File: src/rtl/fetch.sv
// RV32I instruction-fetch stage: PC ownership, credit-limited imem requests, in-order return queue.
// Optional misaligned-redirect trap enabled by defining FETCH_MISALIGN_CHECK_EN.
module fetch #(
  parameter logic [31:0] RESET_PC  = 32'h0000_0000,
  parameter int unsigned BUF_DEPTH = 2
) (
  input  logic        clk,
  input  logic        rst,
  input  logic        stall,
  input  logic        redirect_valid,
  input  logic [31:0] redirect_pc,
  output logic        imem_req,
  output logic [31:0] imem_addr,
  input  logic        imem_gnt,
  input  logic        imem_rvalid,
  input  logic [31:0] imem_rdata,
  output logic [31:0] pc_out,
  output logic [31:0] inst_out,
  output logic        fetch_valid,
  input  logic        decode_ready,
  output logic        fetch_err
);

  localparam int unsigned AW = $clog2(BUF_DEPTH);
  localparam int unsigned CW = AW + 1;

  logic [31:0]          r_pc_q;
  logic [31:0]          r_qpc   [BUF_DEPTH];
  logic [31:0]          r_qinst [BUF_DEPTH];
  logic [BUF_DEPTH-1:0] r_filled;
  logic [AW-1:0]        r_head, r_tail, r_fptr;
  logic [CW-1:0]        r_count, r_inflight;
  logic [7:0]           r_drop;
  logic                 r_halted, r_err;

  logic        w_valid, w_pop, w_req, w_grant, w_rsp_drop, w_rsp_fill, w_misalign;
  logic [CW-1:0] w_occ;
  logic [31:0] w_redir_pc;

`ifdef FETCH_MISALIGN_CHECK_EN
  assign w_misalign = redirect_valid & (redirect_pc[1:0] != 2'b00);
  assign w_redir_pc = redirect_pc;
`else
  logic w_unused_lsb;
  assign w_unused_lsb = ^redirect_pc[1:0];
  assign w_misalign   = 1'b0;
  assign w_redir_pc   = {redirect_pc[31:2], 2'b00};
`endif

  // r_count counts every allocated entry, so it already equals filled + inflight.
  assign w_valid    = !rst && !r_halted && r_filled[r_head];
  assign w_pop      = w_valid && decode_ready && !stall && !redirect_valid;
  assign w_occ      = r_count - CW'(w_pop);
  assign w_req      = !rst && !stall && !redirect_valid && !r_halted && (w_occ < CW'(BUF_DEPTH));
  assign w_grant    = w_req && imem_gnt;
  assign w_rsp_drop = imem_rvalid && (r_drop != 8'd0);
  assign w_rsp_fill = imem_rvalid && (r_drop == 8'd0) && (r_inflight != '0);

  assign imem_req    = w_req;
  assign imem_addr   = r_pc_q;
  assign fetch_valid = w_valid;
  assign fetch_err   = r_err;
  assign pc_out      = rst ? '0 : (r_halted ? r_pc_q : r_qpc[r_head]);
  assign inst_out    = (rst || r_halted) ? '0 : r_qinst[r_head];

  always_ff @(posedge clk) begin
    if (rst) begin
      r_pc_q     <= RESET_PC;
      r_head     <= '0;
      r_tail     <= '0;
      r_fptr     <= '0;
      r_count    <= '0;
      r_inflight <= '0;
      r_drop     <= '0;
      r_filled   <= '0;
      r_halted   <= 1'b0;
      r_err      <= 1'b0;
    end else if (redirect_valid) begin
      r_head     <= '0;
      r_tail     <= '0;
      r_fptr     <= '0;
      r_count    <= '0;
      r_inflight <= '0;
      r_filled   <= '0;
      // Everything still outstanding after this cycle gets discarded.
      r_drop     <= r_drop + 8'(r_inflight) - 8'(w_rsp_drop | w_rsp_fill);
      if (!r_halted) begin
        r_pc_q <= w_redir_pc;
        if (w_misalign) begin
          r_halted <= 1'b1;
          r_err    <= 1'b1;
        end
      end
    end else begin
      if (w_pop) begin
        r_filled[r_head] <= 1'b0;
        r_head           <= r_head + AW'(1);
      end
      if (w_grant) begin
        r_qpc[r_tail]    <= r_pc_q;
        r_filled[r_tail] <= 1'b0;
        r_tail           <= r_tail + AW'(1);
        r_pc_q           <= r_pc_q + 32'd4;
      end
      if (w_rsp_fill) begin
        r_qinst[r_fptr]  <= imem_rdata;
        r_filled[r_fptr] <= 1'b1;
        r_fptr           <= r_fptr + AW'(1);
      end
      if (w_rsp_drop)
        r_drop <= r_drop - 8'd1;
      r_count    <= r_count + CW'(w_grant) - CW'(w_pop);
      r_inflight <= r_inflight + CW'(w_grant) - CW'(w_rsp_fill);
    end
  end

endmodule

File: config.mk
export PLATFORM = sky130hd
export DESIGN_NAME = fetch
export DESIGN_NICKNAME = d
export VERILOG_FILES = /design/src/rtl/fetch.sv
export SDC_FILE = /design/constraint.sdc
export NUM_CORES = 1
export LEC_CHECK = 0
export CORE_MARGIN = 10
export CORE_UTILIZATION = 35
export CTS_CLUSTER_SIZE = 12
export DETAILED_ROUTE_END_ITERATION = 8
export SYNTH_ARGS = -nofsm -noshare
export SYNTH_HDL_FRONTEND = slang
export SYNTH_SLANG_ARGS = --single-unit
File: constraint.sdc
create_clock -name clk -period 7.8 [get_ports clk]
set_input_delay 1.95 -clock clk [delete_from_list [all_inputs] [get_ports clk]]
set_output_delay 1.95 -clock clk [all_outputs]
set_load 0.01 [all_outputs]
Word level (Yosys, flattened, before mapping)
Memory sizes are Yosys's and may differ from the RTL's. A register that Yosys moved wholly into a read port is not among the register bits.
Cells that the tools add are included.
- add/sub/neg operators: 12
- multipliers: 0
- div/mod/pow operators: 0
- $lt $le $gt $ge: 7
- equality and inequality tests: 1
- shift operators: 0
- mux-type cells: 36
- bitwise gates (word level): 6
- reductions and logical operators: 28
- operators by type and width (cell ; number):
    $mux 32 ; 6
    $add 32x3->32 const B ; 1
    $mux 1 ; 18
    $logic_and 1x1->1 ; 16
    $mux 8 ; 2
    $mux 2 ; 7
    $add 8x2->8 ; 1
    $logic_not 8->1 ; 1
    $reduce_bool 8->1 ; 1
    $sub 8x1->8 ; 1
    $sub 8x1->8 const B ; 1
    $lt 1x2->1 const B ; 3
    $reduce_bool 2->1 ; 3
    $sub 2x1->2 ; 3
    $add 2x1->2 ; 2
    $and 2x2->2 ; 2
    $logic_not 1->1 ; 4
    $not 2->2 ; 2
    $add 1x1->1 const B ; 3
    $demux 1 s1 ; 3
    $ge 1x1->1 const B ; 3
    $lt 2x2->1 const B ; 1
    $ne 2x2->1 const B ; 1
    $or 2x2->2 ; 1
    other kinds (4) ; 4
- bits in registers: 50
- latch bits: 0
- bits in writable memories: 128
- memory bits (read-only): 0
- input bits: 71
- output and inout port bits: 99
- word-level logic and storage cells: 101
- memories: 2
- memories (name ; words ; bits a word ; rd ports ; clocked after Yosys merged registers in ; wr ports ; line ; text):
    r_qinst ; 2 ; 32 ; 1 ; 1 ; 1 ; 29 ; logic [31:0] r_qinst [BUF_DEPTH];
    r_qpc ; 2 ; 32 ; 1 ; 1 ; 1 ; 28 ; logic [31:0] r_qpc [BUF_DEPTH];

Logic depth before layout (Yosys ltp)
Gate-level depths: netlist of the first run.
- word-level depth: 15
- gate-level depth with buffers: 14

Worst setup path before layout of the first run
OpenSTA, ideal clock, no wires.
- path kind: in2reg
- start point: input port redirect_valid
- end point: memory r_qpc[0][10] (enable)
- setup time: 0.418 ns
- arrival: 4.914 ns
- data required time: 7.382 ns
- slack: 2.468 ns
- stages on the path: 8
- path buffers: 3
- path through: buf_6 > or4b_1 > buf_2 > or4b_4 > buf_6 > nand2_1 > inv_2 > nor2_1
- longest elaborated chain between the ends: 10
- elaborated cells between the ends (all ways): 12
- ends and longest elaborated chain (what ; line ; text):
    start, declared ; 10 ; input logic redirect_valid,
    $logic_not 1->1 ; 52, 54 ;
    $logic_and 1x1->1 ; 52 ; assign w_pop = w_valid && decode_ready && !stall && !redirect_valid;
    $sub 2x1->2 ; 53 ; assign w_occ = r_count - CW'(w_pop);
    $lt 2x2->1 ; 54 ; assign w_req = !rst && !stall && !redirect_valid && !r_halted && (w_occ < CW'(BUF_DEPTH));
    $logic_and 1x1->1 ; 54 ;
    $logic_and 1x1->1 ; 55 ; assign w_grant = w_req && imem_gnt;
    $mux 1 ; 99 ; if (w_grant) begin
    $mux 1 * ; 78 ; end else if (redirect_valid) begin
    $mux 1 * ; 67 ; if (rst) begin
    $mux 1 (not written as such) * ; 100 ; r_qpc[r_tail] <= r_pc_q;
    end, declared ; 28 ;
Every way passes the cells marked *; elsewhere a longest branch is shown, timed or not.

Worst setup path after layout of the first run
- start point: input port stall
- end point: output port imem_req
- longest elaborated chain between the ends: 6
- elaborated cells between the ends (all ways): 9
- ends and longest elaborated chain (what ; line ; text):
    start, declared ; 9 ; input logic stall,
    $logic_not 1->1 * ; 52, 54 ;
    $logic_and 1x1->1 (2 in series) ; 52 ;
    $sub 2x1->2 ; 53 ;
    $lt 2x2->1 ; 54 ;
    $logic_and 1x1->1 * ; 54 ;
    end, declared ; 12 ; output logic imem_req,
Marked as above.

==> results of run 1 <==
cell families after synthesis:
family          after synthesis  synth area share, %
compound gates              101                 9.39
buf+inv                      75                 4.03
xor+xnor                     27                 2.97
mux                          65                 8.19
flops                       172                 58.9
fa+ha+maj                    24                 3.87
other cells                   1               0.0471
simple gates                213                 12.6
registers in the layout, indices dropped and copies added (netlist names), named ones only:
register	cells
r_head	1
r_inflight	2
r_drop	8
imem_addr	30
r_tail	1
r_qpc	60
r_filled	2
r_fptr	1
r_qinst	64
r_count	2
synth_stat cells, drive strengths merged (4+ instances only):
cell type	number	area (sq um)
and2	7	43.8
nor2	99	372
mux2i	64	641
nor4	4	25.0
a22oi	11	82.6
a311oi	6	52.6
buf	20	114
dfxtp	48	961
nand4	12	75.1
clkbuf	20	75.1
xnor2	21	184
nand2	33	124
a211oi	11	87.6
inv	35	131
o21ai	10	50.1
or3	5	31.3
nand3	14	70.1
o22ai	4	25.0
edfxtp	124	3720
ha	23	288
a2111oi	4	66.3
a31oi	6	37.5
a21oi	22	110
nor3	11	55.1
and3	7	43.8
xor2	6	52.6
metrics by stage:
stage          util [%]  power, mW
4_1_cts            46.5       2.41
5_1_grt            46.5       2.50
2_1_floorplan         -       1.35
3_3_place_gp       43.7       1.49
3_5_place_dp       43.7       1.49
6_report           46.5       2.38
layout make-up:
| type | instances | area [sq um] |
|---|---|---|
| clock buffers | 17 | 425 |
| clock inverters | 15 | 211 |
| fillers | 2011 | 12000 |
| inverters | 35 | 131 |
| multi-input cells | 435 | 2980 |
| flip-flops and latches | 172 | 4690 |
| well taps | 285 | 357 |
| repair buffers | 169 | 1670 |
layer usage:
metal  vias to the layer above  track usage, %
met5                         -               0
met4                         0            3.70
met3                        10            3.23
met2                       120            24.2
met1                      2666            16.7
li1                       2773               -
worst max-delay path: cells and delay by family:
kind,cells,cell delay [ns]
xor+xnor,1,0.09
buf+inv,2,1.09
simple gates,3,1.12
worst max path at each step:
stage	from	to
2_1_floorplan	redirect_valid	r_qpc[0][10]
3_3_place_gp	stall	imem_req
3_5_place_dp	stall	imem_req
4_1_cts	stall	imem_req
5_1_grt	stall	imem_req
6_report	stall	imem_req
where the power goes:
part / internal (mW) / switching [mW]
Clock: 0.543 / 0.365
Sequential: 1.01 / 0.0358
Combinational: 0.215 / 0.215
Total: 1.77 / 0.616
==> impl_metrics.tcl, run 1 <==
set metrics [dict create \
    reg2reg_depth 14 \
    highest_layer "met4" \
    die_y_um 171 \
    start_util_pct 35.4 \
    wl_per_cell_um 18.1 \
    synth-seq-cells 172 \
    synth.avg_cell_area_sq_um 11.7 \
    power_density_mw_per_mm2 228 \
    cts_hold_buf 0 \
    numCtsBuffers 17 \
    grt_pass1_wl_mm 31.2 \
    grt-ovfl-total 0 \
    first_global_vias 5475 \
    path_cells "clkdlybuf4s50_1 > or4b_1 > nor3_1 > xnor2_1 > nor3_1 > clkdlybuf4s50_1" \
    final_cells 1128 \
    crit_path_end_kind "primary output" \
    io_pins 170 \
    regToRegStartpoint "r_drop[3]" \
    n_antenna_cell 0 \
    maxCapViolCount 0 \
    worst_pin_slew_ns 0.991 \
    drt-pass1-iter-count 4 \
    grt_max_degree 78 \
    r2r_end "r_drop[6]" \
    tns_ns 0 \
    max_slew_margin_pct 33.8 \
    place_inst 1096 \
    clkTransAtPathRegs_ns 0.06 \
    routed_wl_mm 20.5 \
    clock_skew_ns 0.0108 \
    clockBufferDepth 2 \
    route.detailed.drc 0 \
    finalCriticalPeriod_ns 6.21 \
    place_area_sq_mm 0.00983 \
    finalHoldViolCount 0 \
    synth_ff_type "edfxtp_1" \
    post_cts_buffers 0 \
    slew_viol_final 0 \
    hold_path_depth 2 \
    min-delay-path-class "reg2reg" \
    most-common-layout-cells "161 x clkdlybuf4s50_1, 124 x edfxtp_1, 97 x nor2_1, 64 x mux2i_1, 47 x dfxtp_1" \
    dpl.hpwl_mm 14.1 \
    synth-edff-count 124 \
    wl_met2_mm 10.4 \
    critPathRequiredTime_ns 5.85 \
    htreeDepth 4 \
    crit_type "in2out" \
    first_iter_violations 276 \
    dr_total_vias 5569 \
    setup_ws_ns 1.59 \
    final_nets 925 \
    vias_per_cell 4.94 \
    io_buffers 162 \
    rsz0062_at_grt "false" \
    cts_tree "built" \
    max_stage_delay_ns 0.62 \
    ys_seq_area_share_pct 58.9 \
    wl_met3_mm 1.02 \
    drt-met1-wl_mm 8.85 \
    clock_latency_ns 0.42 \
    place_congestion 0.808 \
    post-place-ws_ns 1.63 \
    design_area_sq_mm 0.0105 \
    netlist_area_sq_mm 0.00796 \
    status "finished clean" \
    crit_arrival_ns 4.26 \
    critPathSlowestCell "or4b_1" \
    ctsResizeCount 0 \
    yosys_warnings 0 \
    whs_ns 0.496 \
    antenna_found_initial 0 \
    power.leakage_nw 3.51 \
    die_area_sq_mm 0.0292 \
    area_delta_synth_final_pct 31.6 \
    grt.total_usage_pct 13.9 \
    crit_fanout 6 \
    ant_nets 0 \
    cts.sinks 172 \
    vdd_drop_max_mv 0.135 \
    start_kind "input port" \
    worstHoldEndpoint "r_filled[1]" \
    yosys.cell_types.count 61 \
    rrSetupSlack_ns 4.59 \
    max_freq_mhz 161 \
    core_area_sq_mm 0.0225 \
    drive_above_1_share_pct 6.52 \
    synthArstFlopShare_pct 0 \
    finalSetupViolCount 0 \
    synth_cells 678 \
    hold_start "r_filled[1]" \
    final_common_cell "clkdlybuf4s50_1" \
    dieWidth_um 171 \
    period_share_pct 79.6 \
    clockRootBuffer "clkbuf_16" \
    fp-row-count 55 \
]
Power figures use the tool's default switching activity.
==> run 2, diff against run 1 <==
==> constraint.sdc (replaced) <==
create_clock -name clk -period 5.7 [get_ports clk]
set_input_delay 1.425 -clock clk [delete_from_list [all_inputs] [get_ports clk]]
set_output_delay 1.425 -clock clk [all_outputs]
set_load 0.01 [all_outputs]
==> run 2 against run 1 <==
- combinational power is 38% higher
- hold slack worse by 0.0018 ns
- total power is 37% higher
- global-route usage is 0.15 points higher
- critical endpoint unchanged
- sequential share of layout area is 0.13 points lower
- clock power is 37% higher
- critical path depth stayed put
- final area is 0.30% higher
- largest power group unchanged
- core utilization is 0.14 points higher
- register-to-register slack worse by 2.2 ns
- first-iteration DRC count is 36% higher
- sequential power is 36% higher
==> impl_metrics.tcl, run 2 (synthesis results as in run 1) <==
set metrics [dict create \
    largest_register_ffs 64 \
    crit_arrival_ns 3.65 \
    core_area_sq_mm 0.0225 \
    crit_type "in2out" \
    dieWidth_um 171 \
    hold_start "r_filled[0]" \
    critPathRequiredTime_ns 4.28 \
    worst_pin_slew_ns 0.971 \
    clock_latency_ns 0.42 \
    wl_per_cell_um 18.3 \
    grt-ovfl-total 0 \
    worstHoldEndpoint "r_filled[0]" \
    cts_tree "built" \
    max_slew_margin_pct 35.1 \
    first_global_vias 5534 \
    route.detailed.drc 0 \
    place_area_sq_mm 0.00986 \
    first_iter_violations 375 \
    min-delay-path-class "reg2reg" \
    grt_pass1_wl_mm 31.5 \
    post-place-ws_ns 0.610 \
    rrSetupSlack_ns 2.43 \
    cts_hold_buf 0 \
    period_share_pct 89.1 \
    ctsResizeCount 0 \
    finalCriticalPeriod_ns 5.08 \
    grt_max_degree 68 \
    place_congestion 0.790 \
    start_kind "input port" \
    dpl.hpwl_mm 14.2 \
    design_area_sq_mm 0.0105 \
    hold_path_depth 2 \
    cts.sinks 172 \
    io_buffers 162 \
    drt-pass1-iter-count 5 \
    final_common_cell "clkdlybuf4s50_1" \
    setup_ws_ns 0.624 \
    vdd_drop_max_mv 0.143 \
    maxCapViolCount 0 \
    fp-row-count 55 \
    io_pins 170 \
    vias_per_cell 4.99 \
    clockRootBuffer "clkbuf_16" \
    power_density_mw_per_mm2 311 \
    die_area_sq_mm 0.0292 \
    regMostFlops "r_qinst" \
    most-common-layout-cells "161 x clkdlybuf4s50_1, 124 x edfxtp_1, 97 x nor2_1, 64 x mux2i_1, 47 x dfxtp_1" \
    reg2reg_depth 14 \
    max_freq_mhz 197 \
    status "finished clean" \
    crit_path_end_kind "primary output" \
    clock_skew_ns 0.00775 \
    tns_ns 0 \
    rsz0062_at_grt "false" \
    die_y_um 171 \
    dr_total_vias 5649 \
    start_util_pct 35.4 \
    r2r_end "r_drop[6]" \
    numCtsBuffers 17 \
    regToRegStartpoint "r_drop[5]" \
    crit_fanout 3 \
    clkTransAtPathRegs_ns 0.06 \
    n_antenna_cell 0 \
    antenna_found_initial 0 \
    htreeDepth 4 \
    drive_above_1_share_pct 6.97 \
    final_nets 929 \
    finalSetupViolCount 0 \
    finalHoldViolCount 0 \
    ant_nets 0 \
    clockBufferDepth 2 \
    area_delta_synth_final_pct 32.0 \
    power.leakage_nw 3.53 \
    routed_wl_mm 20.7 \
    post_cts_buffers 0 \
    slew_viol_final 0 \
    grt.total_usage_pct 14.0 \
]
-- run 2: cell count changes in the layout (fill, tap and decap cells not counted), sizes merged --
cell      change
clkinvlp      +1
buf           +4
clkinv        -3
inv           +1
clkbuf        +1
-- run 2: cell type report --
| cell class | count | area, sq um |
|---|---|---|
| Clock inverter | 14 | 209 |
| Timing Repair Buffer | 173 | 1700 |
| Inverter | 35 | 131 |
| Clock buffer | 18 | 429 |
| Sequential cell | 172 | 4690 |
| Multi-Input combinational cell | 435 | 2980 |
| Tap cell | 285 | 357 |
| Fill cell | 2066 | 12000 |
-- run 2: critical path, stage by stage --
cell             delay, ns
clkdlybuf4s50_1       0.48
or4b_1                0.53
nor3_1                0.20
xnor2_1               0.09
nor3_1                0.30
clkdlybuf4s50_1       0.62
-- run 2: worst max-delay path by stage --
stage,from,endpoint
global placement,stall,imem_req
finish,stall,imem_req
floorplan,redirect_valid,r_qpc[0][10]
detailed placement,stall,imem_req
global route,stall,imem_req
CTS,stall,imem_req
-- run 2: through the flow --
| step | util [%] | instances | hold slack [ns] | power [mW] |
|---|---|---|---|---|
| after floorplan | - | 682 | 0.463 | 1.85 |
| after global placement | 43.8 | 1100 | 0.482 | 2.04 |
| after detailed placement | 43.8 | 1100 | 0.487 | 2.05 |
| after CTS | 46.7 | 1132 | 0.496 | 3.30 |
| after global routing | 46.7 | 1132 | 0.521 | 3.44 |
| final | 46.7 | 1132 | 0.494 | 3.27 |
-- run 2: power breakdown --
part	leakage (nW)	internal, mW	switching (mW)
Combinational	1.70	0.294	0.299
Sequential	1.53	1.38	0.0479
Clock	0.305	0.745	0.499
-- run 2: per-layer routing --
layer | up-vias | track usage (%) | wire, um
met5 | - | 0 | 0
met4 | 0 | 4.12 | 204
met3 | 13 | 3.59 | 1030
met2 | 116 | 23.7 | 10500
met1 | 2735 | 17.2 | 8970
li1 | 2785 | - | -
